## config.mk

```make
export PLATFORM = sky130hd
export DESIGN_NAME = usr_ctrl
export DESIGN_NICKNAME = d
export VERILOG_FILES = /design/src/rtl/usr_pkg.sv /design/src/rtl/usr.sv /design/src/rtl/usr_ctrl.sv
export SDC_FILE = /design/constraint.sdc
export NUM_CORES = 1
export LEC_CHECK = 0
export ABC_AREA = 1
export ABC_CLOCK_PERIOD_IN_PS = 2060
export BUFFER_PORTS_ARGS = -buffer_cell sky130_fd_sc_hd__buf_4
export CORE_MARGIN = 2
export CORE_UTILIZATION = 45
export CTS_BUF_LIST = sky130_fd_sc_hd__clkbuf_4 sky130_fd_sc_hd__clkbuf_8
export CTS_CLUSTER_DIAMETER = 30
export CTS_CLUSTER_SIZE = 28
export DETAILED_ROUTE_END_ITERATION = 8
export GPL_TIMING_DRIVEN = 0
export HOLD_SLACK_MARGIN = 0.02
export PLACE_DENSITY_LB_ADDON = 0.1
export SYNTH_ARGS = -nofsm -noshare
export SYNTH_HDL_FRONTEND = slang
export SYNTH_HIERARCHICAL = 1
export SYNTH_SLANG_ARGS = --single-unit
```

## constraint.sdc

```tcl
create_clock -name clk -period 2.06 [get_ports clk]
set_input_delay 0.309 -clock clk [delete_from_list [all_inputs] [get_ports clk]]
set_output_delay 0.309 -clock clk [all_outputs]
set_load 0.03 [all_outputs]
```

## src/rtl/usr_pkg.sv

```systemverilog
// Shared encodings for the universal shift register and its controller.
package usr_pkg;

    // USR mode select
    localparam logic [1:0] S_HOLD = 2'b00;
    localparam logic [1:0] S_SHR  = 2'b01;
    localparam logic [1:0] S_SHL  = 2'b10;
    localparam logic [1:0] S_LOAD = 2'b11;

    // Command opcodes
    localparam logic [1:0] OP_LOAD = 2'b00;
    localparam logic [1:0] OP_SHR  = 2'b01;
    localparam logic [1:0] OP_SHL  = 2'b10;
    localparam logic [1:0] OP_ROR  = 2'b11;

    // Controller states
    typedef enum logic [1:0] {
        ST_IDLE  = 2'b00,
        ST_LOAD  = 2'b01,
        ST_SHIFT = 2'b10,
        ST_DONE  = 2'b11
    } state_t;

endpackage

```

## src/rtl/usr.sv

```systemverilog
// 4-bit universal shift register: hold, shift right, shift left, parallel load.
module usr
    import usr_pkg::*;
(
    input  logic       clk,
    input  logic       reset,
    input  logic [1:0] s,
    input  logic [3:0] I,
    input  logic       SINR,
    input  logic       SINL,
    output logic [3:0] O
);

    // Register update selected by the mode input
    always_ff @(posedge clk or posedge reset) begin
        if (reset) begin
            O <= 4'b0000;
        end else begin
            case (s)
                S_SHR:   O <= {SINR, O[3:1]};
                S_SHL:   O <= {O[2:0], SINL};
                S_LOAD:  O <= I;
                default: O <= O;
            endcase
        end
    end

endmodule

```

## src/rtl/usr_ctrl.sv

```systemverilog
// Command sequencer for the USR: accepts LOAD/SHR/SHL/ROR commands and
// steps the register through the requested number of shift cycles.
//
//   state    | meaning
//   ---------+-----------------------------------------------------------
//   ST_IDLE  | waiting for a command, cmd_ready high, USR holds
//   ST_LOAD  | one cycle of parallel load from the latched data
//   ST_SHIFT | shifting once per cycle until the remaining count reaches 0
//   ST_DONE  | one-cycle done pulse, no command accepted
module usr_ctrl
    import usr_pkg::*;
#(
    parameter int CNT_W = 3
) (
    input  logic             clk,
    input  logic             reset,
    input  logic             cmd_valid,
    output logic             cmd_ready,
    input  logic [1:0]       cmd_op,
    input  logic [CNT_W-1:0] cmd_cnt,
    input  logic [3:0]       cmd_data,
    input  logic             cmd_fill,
    output logic             busy,
    output logic             done,
    output logic [3:0]       q
);

    localparam logic [CNT_W-1:0] CNT_ONE  = CNT_W'(1);
    localparam logic [CNT_W-1:0] CNT_ZERO = '0;

    state_t           r_state;
    logic [1:0]       r_op;
    logic [CNT_W-1:0] r_cnt;
    logic [3:0]       r_data;
    logic             r_fill;

    logic [1:0]       w_s;
    logic [3:0]       w_i;
    logic             w_sinr;
    logic             w_sinl;
    logic [3:0]       w_o;

    // Sequencer: latch the command in IDLE, then walk LOAD/SHIFT -> DONE -> IDLE
    always_ff @(posedge clk or posedge reset) begin
        if (reset) begin
            r_state <= ST_IDLE;
            r_op    <= 2'b00;
            r_cnt   <= CNT_ZERO;
            r_data  <= 4'b0000;
            r_fill  <= 1'b0;
        end else begin
            case (r_state)
                ST_IDLE: begin
                    if (cmd_valid) begin
                        r_op   <= cmd_op;
                        r_cnt  <= cmd_cnt;
                        r_data <= cmd_data;
                        r_fill <= cmd_fill;
                        if (cmd_op == OP_LOAD)
                            r_state <= ST_LOAD;
                        else if (cmd_cnt == CNT_ZERO)
                            r_state <= ST_DONE;
                        else
                            r_state <= ST_SHIFT;
                    end
                end
                ST_LOAD: begin
                    r_state <= ST_DONE;
                end
                ST_SHIFT: begin
                    r_cnt <= r_cnt - CNT_ONE;
                    if (r_cnt == CNT_ONE)
                        r_state <= ST_DONE;
                end
                ST_DONE: begin
                    r_state <= ST_IDLE;
                end
                default: begin
                    r_state <= ST_IDLE;
                end
            endcase
        end
    end

    // USR controls decoded only from registered state and latched fields;
    // ROR feeds the register's own LSB back into SINR.
    always_comb begin
        w_s    = S_HOLD;
        w_i    = 4'b0000;
        w_sinr = 1'b0;
        w_sinl = 1'b0;
        case (r_state)
            ST_LOAD: begin
                w_s = S_LOAD;
                w_i = r_data;
            end
            ST_SHIFT: begin
                if (r_op == OP_SHL) begin
                    w_s    = S_SHL;
                    w_sinl = r_fill;
                end else begin
                    w_s    = S_SHR;
                    w_sinr = (r_op == OP_ROR) ? w_o[0] : r_fill;
                end
            end
            default: begin
                w_s = S_HOLD;
            end
        endcase
    end

    assign cmd_ready = (r_state == ST_IDLE);
    assign busy      = (r_state != ST_IDLE);
    assign done      = (r_state == ST_DONE);
    assign q         = w_o;

    usr u_usr (
        .clk   (clk),
        .reset (reset),
        .s     (w_s),
        .I     (w_i),
        .SINR  (w_sinr),
        .SINL  (w_sinl),
        .O     (w_o)
    );

endmodule

```

Word level (Yosys, flattened, before mapping)
Index checks and enable logic that the tools add are counted.

$add $sub $neg: 1. Equality and inequality tests: 11. Mux-type cells: 16. Reduce and logical (&&, ||, !) cells: 9.

Operator list (number): equality test 2 bit, second input constant (6); one-hot mux 4 bit (3 select lines) (1); two-way mux 2 bit (4); one-hot mux 2 bit (4 select lines) (1); two-way mux 1 bit (6); one-hot mux 3 bit (2 select lines) (1); AND reduction 2 bit (3); equality test 2 x 1 -> 1 bit, second input constant (2); logical NOT 2 bit (2); two-way mux 4 bit (1); inequality test 2 bit, second input constant (2); one-hot mux 2 bit (2 select lines) (1); nonzero test 2 bit (2); equality test 3 x 1 -> 1 bit, second input constant (1); logical NOT 3 bit (1); two-way mux 3 bit (1); nonzero test 3 bit (1); subtractor 3 x 1 -> 3 bit, second input constant (1).

Register bits after elaboration: 16. Bits of input ports: 13. Output and inout port bits: 7. Logic and storage cells: 43.

Longest topological paths before layout
Gate-level depths: netlist of run 1.

Word-level depth: 5. Gate-level depth with buffers: 11. Mapped depth without buffers: 9.

By module
Netlist of run 1, hierarchy kept.

By module, submodules not included: usr_ctrl (times used 1, cells an instance 97, area an instance 780.7 sq um, seq. area each 300.3 sq um); usr (times used 1, cells an instance 39, area an instance 257.7 sq um, seq. area each 100.1 sq um).

Least setup slack after synthesis of run 1
No wires, ideal clock.

Path kind: register -> register. From: reg r_state[0]. To: reg u_usr.O[1]. Library setup time: 0.117 ns. Arrival time: 1.548 ns. Path slack: 0.395 ns. Cell stages (with the launch flop): 11. Buffers on the path: 1. Clock period less this slack: 1.665 ns. Path through: dfrtp_1 inv_1 ha_1 clkbuf_2 nand2_1 a21oi_1 inv_2 nand3_1 nand3_1 nand2_1 nand2_1.

Longest elaborated chain between the ends: 4.

Ends and longest elaborated chain: from (decl) (line usr_ctrl.sv:31) `state_t r_state;`; from (signal assigned) (line usr_ctrl.sv:46) `r_state <= ST_IDLE;`; from (signal assigned) (line usr_ctrl.sv:60) `r_state <= ST_LOAD;`; from (signal assigned) (line usr_ctrl.sv:62) `r_state <= ST_DONE;`; equality test 2 bit / equality test 2 x 1 -> 1 bit (equally long branches) (line usr_ctrl.sv:92) `case (r_state)`; one-hot mux 2 bit (2 select lines) (*) (line usr_ctrl.sv:92); via w_s[0] (line usr_ctrl.sv:37) `logic [1:0] w_s;`; equality test 2 bit / equality test 2 x 1 -> 1 bit (equally long branches) (line usr.sv:19) `case (s)`; one-hot mux 4 bit (3 select lines) / nonzero test 3 bit (equally long branches); to (signal assigned) (line usr.sv:20) `S_SHR: O <= {SINR, O[3:1]};`; to (signal assigned) (line usr.sv:21) `S_SHL: O <= {O[2:0], SINL};`; to (decl) (line usr.sv:11) `output logic [3:0] O`.

The timed path passes the listed nets; every way through them passes the cells marked *. A chain may end at the register's enable or synchronous reset.

Final worst setup path of run 1
From: reg r_state[0]. To: reg u_usr.O[0].

The elaborated chain is that of the path after synthesis.

==> flow_summary.json, run 1 <==
{
  "drt_iter0_drc": 19,
  "port-buffer-count": 19,
  "rsz0062_at_grt": "no",
  "crit_slowest_cell": "dfrtp_1",
  "clock-skew-final_ns": 0.00292,
  "path_buf_inv": 2,
  "yosysWarnings": 6,
  "grt_start_max_net_pins": 13,
  "clockBufferDepth": 2,
  "rr_startpoint": "r_state[0]$_DFFE_PP0P_",
  "power_density_mw_per_mm2": 1650,
  "antenna_found_initial": 0,
  "reg2reg_depth": 9,
  "synth.area.top_cells": "dfrtp_1 39%, nand2_1 14%, ha_1 8.4%, inv_1 8.0%, mux2_4 7.2%",
  "viasPerCell": 4.72,
  "first_pass_iters": 4,
  "holdCritPathClass": "in -> reg",
  "path_max_fanout": 8,
  "synth_seq_area_share_pct": 38.6,
  "drtAntennaViolNets": 0,
  "htreeDepth": 1,
  "startpoint_type": "flop",
  "max_cap_violations": 0,
  "areaGrowthSynthToFinish_pct": 21.9,
  "max_stage_delay_ns": 0.43,
  "min_path_cells": 2,
  "num_rows": 17,
  "drive_gt1_share_pct": 24.4,
  "fmax_ghz": 0.562,
  "routedWlPerCell_um": 10.6,
  "place_area_mm2": 0.00122,
  "fin_area_mm2": 0.00127,
  "peakVddDrop_mv": 1.08,
  "cp.required_ns": 2.27,
  "worstMarginPinSlew_ns": 0.455,
  "setup_tns_ns": 0,
  "dieArea_mm2": 0.00271,
  "drv_slew": 0,
  "clkTransAtPathRegs_ns": 0.09,
  "setup_violations": 0,
  "worstPathCellList": "inv_1 -> ha_1 -> clkbuf_2 -> nand2_1 -> a21oi_2 -> nand3_1 -> nand2_1 -> nor2_1 -> nor2_1",
  "grt_pass1_vias": 896,
  "core-area_mm2": 0.00219,
  "grt_pass1_wl_um": 3620,
  "track_usage_pct": 18.2,
  "post-route-period-util_pct": 86.4,
  "grt.overflow.total": 0,
  "die_h_um": 52.0,
  "min-delay-start": "cmd_data[3]",
  "synth_top_cell_area_share_pct": 38.6,
  "status": "completed",
  "synth_area_mm2": 0.00104,
  "dr_total_vias": 887,
  "post_cts_buffers": 0,
  "fin_crit_ns": 1.78,
  "clock_latency_ns": 0.28,
  "r2r-end": "u_usr/O[0]$_DFFE_PP0P_",
  "place_congestion": 0.729,
  "cpLargestDelayFamily": "simple AND/OR/NAND/NOR gates",
  "cts_tree": "done",
  "synth.avg_cell_area_um2": 7.64,
  "yosysUniqueCellTypes": 18,
  "yosys.area.top_type": "dfrtp_1",
  "reg2reg_slack_ns": 0.28,
  "synthCells": 136,
  "die_w_um": 52.0,
  "io_pins": 20,
  "hpwl_um": 1530,
  "start_util_pct": 47.4,
  "ys_ff_latch": 16,
  "cts.sinks": 16,
  "syn_nets": 156,
  "crit_arrival_ns": 1.99,
  "timing.hold.ws_ns": 0.251,
  "nets": 181,
  "relSlewSlack_pct": 69.6,
  "totalWireLength_um": 1990,
  "n_antenna_cell": 0,
  "worstHoldEndpoint": "r_data[3]$_DFFE_PP0P_",
  "numCtsBuffers": 3,
  "hold_viol_final": 0,
  "p_leak_nw": 0.727,
  "clock-root-buffer": "clkbuf_4",
  "post-route-util_pct": 57.8,
  "drcViolationCount": 0,
  "end_kind": "flop",
  "crit_type": "reg -> reg"
}
## final cells by class
class / instances / area [µm²]
Fill cell: 210 / 925
Multi-Input combinational cell: 93 / 532
Sequential cell: 16 / 400
Timing Repair Buffer: 20 / 153
Inverter: 25 / 93.8
Clock buffer: 4 / 36.3
Tap cell: 28 / 35.0
Buffer: 2 / 16.3
## state kept, by name, indices dropped and copies added, names as in the netlist
name	cells
r_cnt	3
r_data	4
r_fill	1
r_op	2
r_state	2
u_usr/O	4
## worst max-delay path by stage
stage,startpoint,endpoint,slack (ns),depth (start not counted)
floorplan,r_state[0]$_DFFE_PP0P_,u_usr/O[1]$_DFFE_PP0P_,0.39,10
global placement,r_state[0]$_DFFE_PP0P_,u_usr/O[3]$_DFFE_PP0P_,0.17,10
detailed placement,r_state[0]$_DFFE_PP0P_,u_usr/O[2]$_DFFE_PP0P_,0.15,10
CTS,r_state[0]$_DFFE_PP0P_,u_usr/O[0]$_DFFE_PP0P_,0.12,9
global route,r_state[0]$_DFFE_PP0P_,u_usr/O[2]$_DFFE_PP0P_,0.06,10
finish,r_state[0]$_DFFE_PP0P_,u_usr/O[0]$_DFFE_PP0P_,0.28,9
## routing by layer
layer  GRT usage, %  share of wire, %
met4           10.5               1.4
met2           30.6                50
met5              0                 0
met3           1.72               3.6
met1           22.4                45
## what timing repair did
item                       4_1_cts  5_1_grt
hold buffers                     1        0
hold endpoints to repair         4        0
resized for setup                0        1
setup endpoints to repair        0        4
## cell usage in the layout (no fill, tap or decap)
cell type / instances
inv_1: 22
ha_1: 7
o21ai_2: 2
nand3_1: 12
buf_4: 19
clkbuf_2: 1
o21ai_1: 1
dfrtp_1: 16
dlygate4sd3_1: 1
clkbuf_8: 1
a21oi_1: 5
mux2_4: 5
inv_2: 3
o21ai_0: 3
nand2_1: 38
nor2_1: 14
nand2_4: 1
xnor2_1: 1
a21oi_2: 1
nor2_2: 2
buf_6: 1
mux2i_1: 1
clkbuf_4: 3
## cells in the mapped netlist
master	count
nand2_1	38
inv_1	22
dfrtp_1	16
nor2_1	14
nand3_1	12
ha_1	7
a21oi_1	6
mux2_4	5
inv_2	3
o21ai_0	3
nor2_2	2
o21ai_2	2
buf_6	1
clkbuf_2	1
mux2i_1	1
nand2_4	1
o21ai_1	1
xnor2_1	1
## logic make-up (layout without fill, tap and decap cells)
group | after synthesis | after routing | share of synthesized area (%)
muxes | 6 | 6 | 8.19
and+or+nand+nor | 67 | 67 | 26.9
AOI/OAI and AO/OA | 12 | 12 | 6.51
buffers and inverters | 27 | 51 | 10.6
xor gates and xnor gates | 1 | 1 | 0.844
DFF | 16 | 16 | 38.6
adders and majority gates | 7 | 7 | 8.43
## metrics by stage
stage	setup slack [ns]	instances	total power [mW]
3_3_place_gp	0.166	183	1.83
5_1_grt	0.0617	188	2.31
6_report	0.280	188	2.08
3_5_place_dp	0.150	183	1.87
4_1_cts	0.120	188	2.08
2_1_floorplan	0.395	136	1.57
## where the power goes
part	total (mW)	switching [mW]	internal, mW	leakage (nW)
sequential	0.595	0.121	0.474	0.194
combinational	1.29	0.781	0.505	0.513
clock	0.204	0.0963	0.108	0.0210
Note: power is estimated with default switching activity, not from simulation.
==> run 2, diff against run 1 <==
- CORE_MARGIN: 2 -> 8
==> run 2 against run 1 <==
  * Register-to-register slack improved by 0.02 ns
  * Cell count decreased by 0.53%
  * Clock skew increased by 0.0031 ns
  * Via count decreased by 2.3%
  * Routed wire length decreased by 0.75%
  * Sequential power about the same
  * Utilization decreased by 0.63 points
  * Final area decreased by 1.1%
  * Combinational power about the same
  * Flip-flop and latch count unchanged
  * Critical path depth increased by 1
  * Sequential share of layout area increased by 0.35 points
  * Critical path type unchanged
  * Largest cell class unchanged
==> flow_summary.json, run 2 (synthesis results as in run 1) <==
{
  "status": "completed",
  "timing.hold.ws_ns": 0.253,
  "hold_viol_final": 0,
  "setup_tns_ns": 0,
  "netSwitchingFraction_pct": 48.2,
  "viasPerCell": 4.64,
  "n_antenna_cell": 0,
  "clockBufferDepth": 2,
  "end_kind": "flop",
  "dr_total_vias": 867,
  "nets": 181,
  "antenna_found_initial": 0,
  "cp.required_ns": 2.23,
  "grt_pass1_wl_um": 3390,
  "clock_latency_ns": 0.28,
  "crit_arrival_ns": 1.94,
  "r2r-end": "u_usr/O[3]$_DFFE_PP0P_",
  "holdCritPathClass": "in -> reg",
  "post-route-period-util_pct": 85.7,
  "die_w_um": 64.0,
  "setup_violations": 0,
  "final_common_cell": "nand2_1",
  "clock-skew-final_ns": 0.00601,
  "drive_gt1_share_pct": 23.9,
  "post_cts_buffers": 0,
  "drt_iter0_drc": 63,
  "finalPower_mw": 2.02,
  "areaGrowthSynthToFinish_pct": 20.6,
  "combPwrFrac_pct": 62.6,
  "reg_top3": "r_data (4), u_usr/O (4), r_cnt (3)",
  "final_cell_mix": "38 x nand2_1, 22 x inv_1, 19 x buf_4",
  "htreeDepth": 1,
  "worstMarginPinSlew_ns": 0.445,
  "clkTransAtPathRegs_ns": 0.09,
  "fin_crit_ns": 1.77,
  "port-buffer-count": 19,
  "intPower_mw": 1.05,
  "rr_startpoint": "r_state[0]$_DFFE_PP0P_",
  "clock-root-buffer": "clkbuf_4",
  "p_seq_share_pct": 29.5,
  "cp_common_cell": "nand2_1",
  "drtAntennaViolNets": 0,
  "cts_tree": "done",
  "start_util_pct": 47.4,
  "rsz0062_at_grt": "no",
  "io_pins": 20,
  "max_stage_delay_ns": 0.43,
  "reg2reg_slack_ns": 0.29,
  "fin_cells": 187,
  "startpoint_type": "flop",
  "crit_type": "reg -> reg",
  "grt_pass1_vias": 811,
  "peakVddDrop_mv": 1.06,
  "drv_slew": 0,
  "dpl.cell_count": 183,
  "grt.overflow.total": 0,
  "track_usage_pct": 10.2,
  "fmax_ghz": 0.567,
  "path_max_fanout": 8,
  "routedWlPerCell_um": 10.6,
  "die_h_um": 64.0,
  "worstPathCellList": "inv_1 -> ha_1 -> clkbuf_2 -> nand2_1 -> a21oi_2 -> inv_2 -> nand3_1 -> nand3_1 -> nand2_1 -> nand2_1",
  "max_cap_violations": 0,
  "num_rows": 17,
  "hpwl_um": 1600,
  "first_pass_iters": 4,
  "p_clk_share_pct": 7.8,
  "grt_start_max_net_pins": 13,
  "min-delay-start": "cmd_data[3]",
  "power_density_mw_per_mm2": 1610,
  "min_path_cells": 2,
  "numCtsBuffers": 3,
  "drcViolationCount": 0,
  "place_congestion": 0.804,
  "relSlewSlack_pct": 70.3,
  "switching_power_mw": 0.973,
  "worstHoldEndpoint": "r_data[3]$_DFFE_PP0P_",
  "dieArea_mm2": 0.00410,
  "core-area_mm2": 0.00219,
  "cts.sinks": 16,
  "crit_slowest_cell": "dfrtp_1",
  "reg2reg_depth": 10,
  "p_leak_nw": 0.720,
  "totalWireLength_um": 1980
}
## run 2: cell count changes in the layout (fill, tap and decap cells not counted), sizes merged
cell    before  now
clkbuf       5    4
## run 2: worst max-delay path: cells and delay by family, from the launching register on
family | cells | cell delay (ns)
AO/OA/AOI/OAI | 1 | 0.33
adder cells (fa/ha/maj) | 1 | 0.15
buffers and inverters | 3 | 0.38
flip-flops | 1 | 0.43
AND/OR/NAND/NOR | 5 | 0.37
## run 2: metrics by stage
| step | util [%] | area, µm² | worst slack, ns |
|---|---|---|---|
| after floorplan | - | 1040 | 0.395 |
| after global placement | 55.5 | 1220 | 0.165 |
| after detailed placement | 55.5 | 1220 | 0.144 |
| after CTS | 57.0 | 1250 | 0.116 |
| after global routing | 57.2 | 1250 | 0.0527 |
| final | 57.2 | 1250 | 0.295 |
## run 2: area by class of cell
| cell class | count | area (µm²) |
|---|---|---|
| plain buffers | 2 | 16.3 |
| clock buffers | 3 | 22.5 |
| fillers | 211 | 938 |
| inverters | 25 | 93.8 |
| multi-input cells | 93 | 532 |
| flip-flops and latches | 16 | 400 |
| well taps | 28 | 35.0 |
| repair buffers | 20 | 153 |
## run 2: power groups by stage
stage	sequential, mW	clock (mW)	combinational, mW
after global routing	0.619	0.180	1.45
after CTS	0.596	0.169	1.27
after detailed placement	0.602	0	1.26
final	0.596	0.158	1.26
after global placement	0.599	0	1.24
after floorplan	0.634	0	0.934
## run 2: how the worst max path moves through the flow
stage / start / end / slack (ns) / depth (start not counted)
floorplan: r_state[0]$_DFFE_PP0P_ / u_usr/O[1]$_DFFE_PP0P_ / 0.39 / 10
global placement: r_state[0]$_DFFE_PP0P_ / u_usr/O[3]$_DFFE_PP0P_ / 0.17 / 10
detailed placement: r_state[0]$_DFFE_PP0P_ / u_usr/O[3]$_DFFE_PP0P_ / 0.14 / 10
CTS: r_state[0]$_DFFE_PP0P_ / u_usr/O[3]$_DFFE_PP0P_ / 0.12 / 10
global route: r_state[0]$_DFFE_PP0P_ / u_usr/O[3]$_DFFE_PP0P_ / 0.05 / 10
finish: r_state[0]$_DFFE_PP0P_ / u_usr/O[3]$_DFFE_PP0P_ / 0.29 / 10
## run 2: layer usage
layer	share of wire [%]	vias up	wire length, µm	track usage [%]
met3	3.7	4	74	1.74
met2	46	18	905	15.3
met1	47	380	938	12.9
met4	2.9	0	57	7.52
li1	-	465	-	-
met5	0	-	0	0
## run 2: timing repair
action                                  4_1_cts  5_1_grt
endpoints found under the hold margin         4        0
gates resized for setup                       0        1
endpoints found under the setup margin        0        4
hold buffers                                  1        0
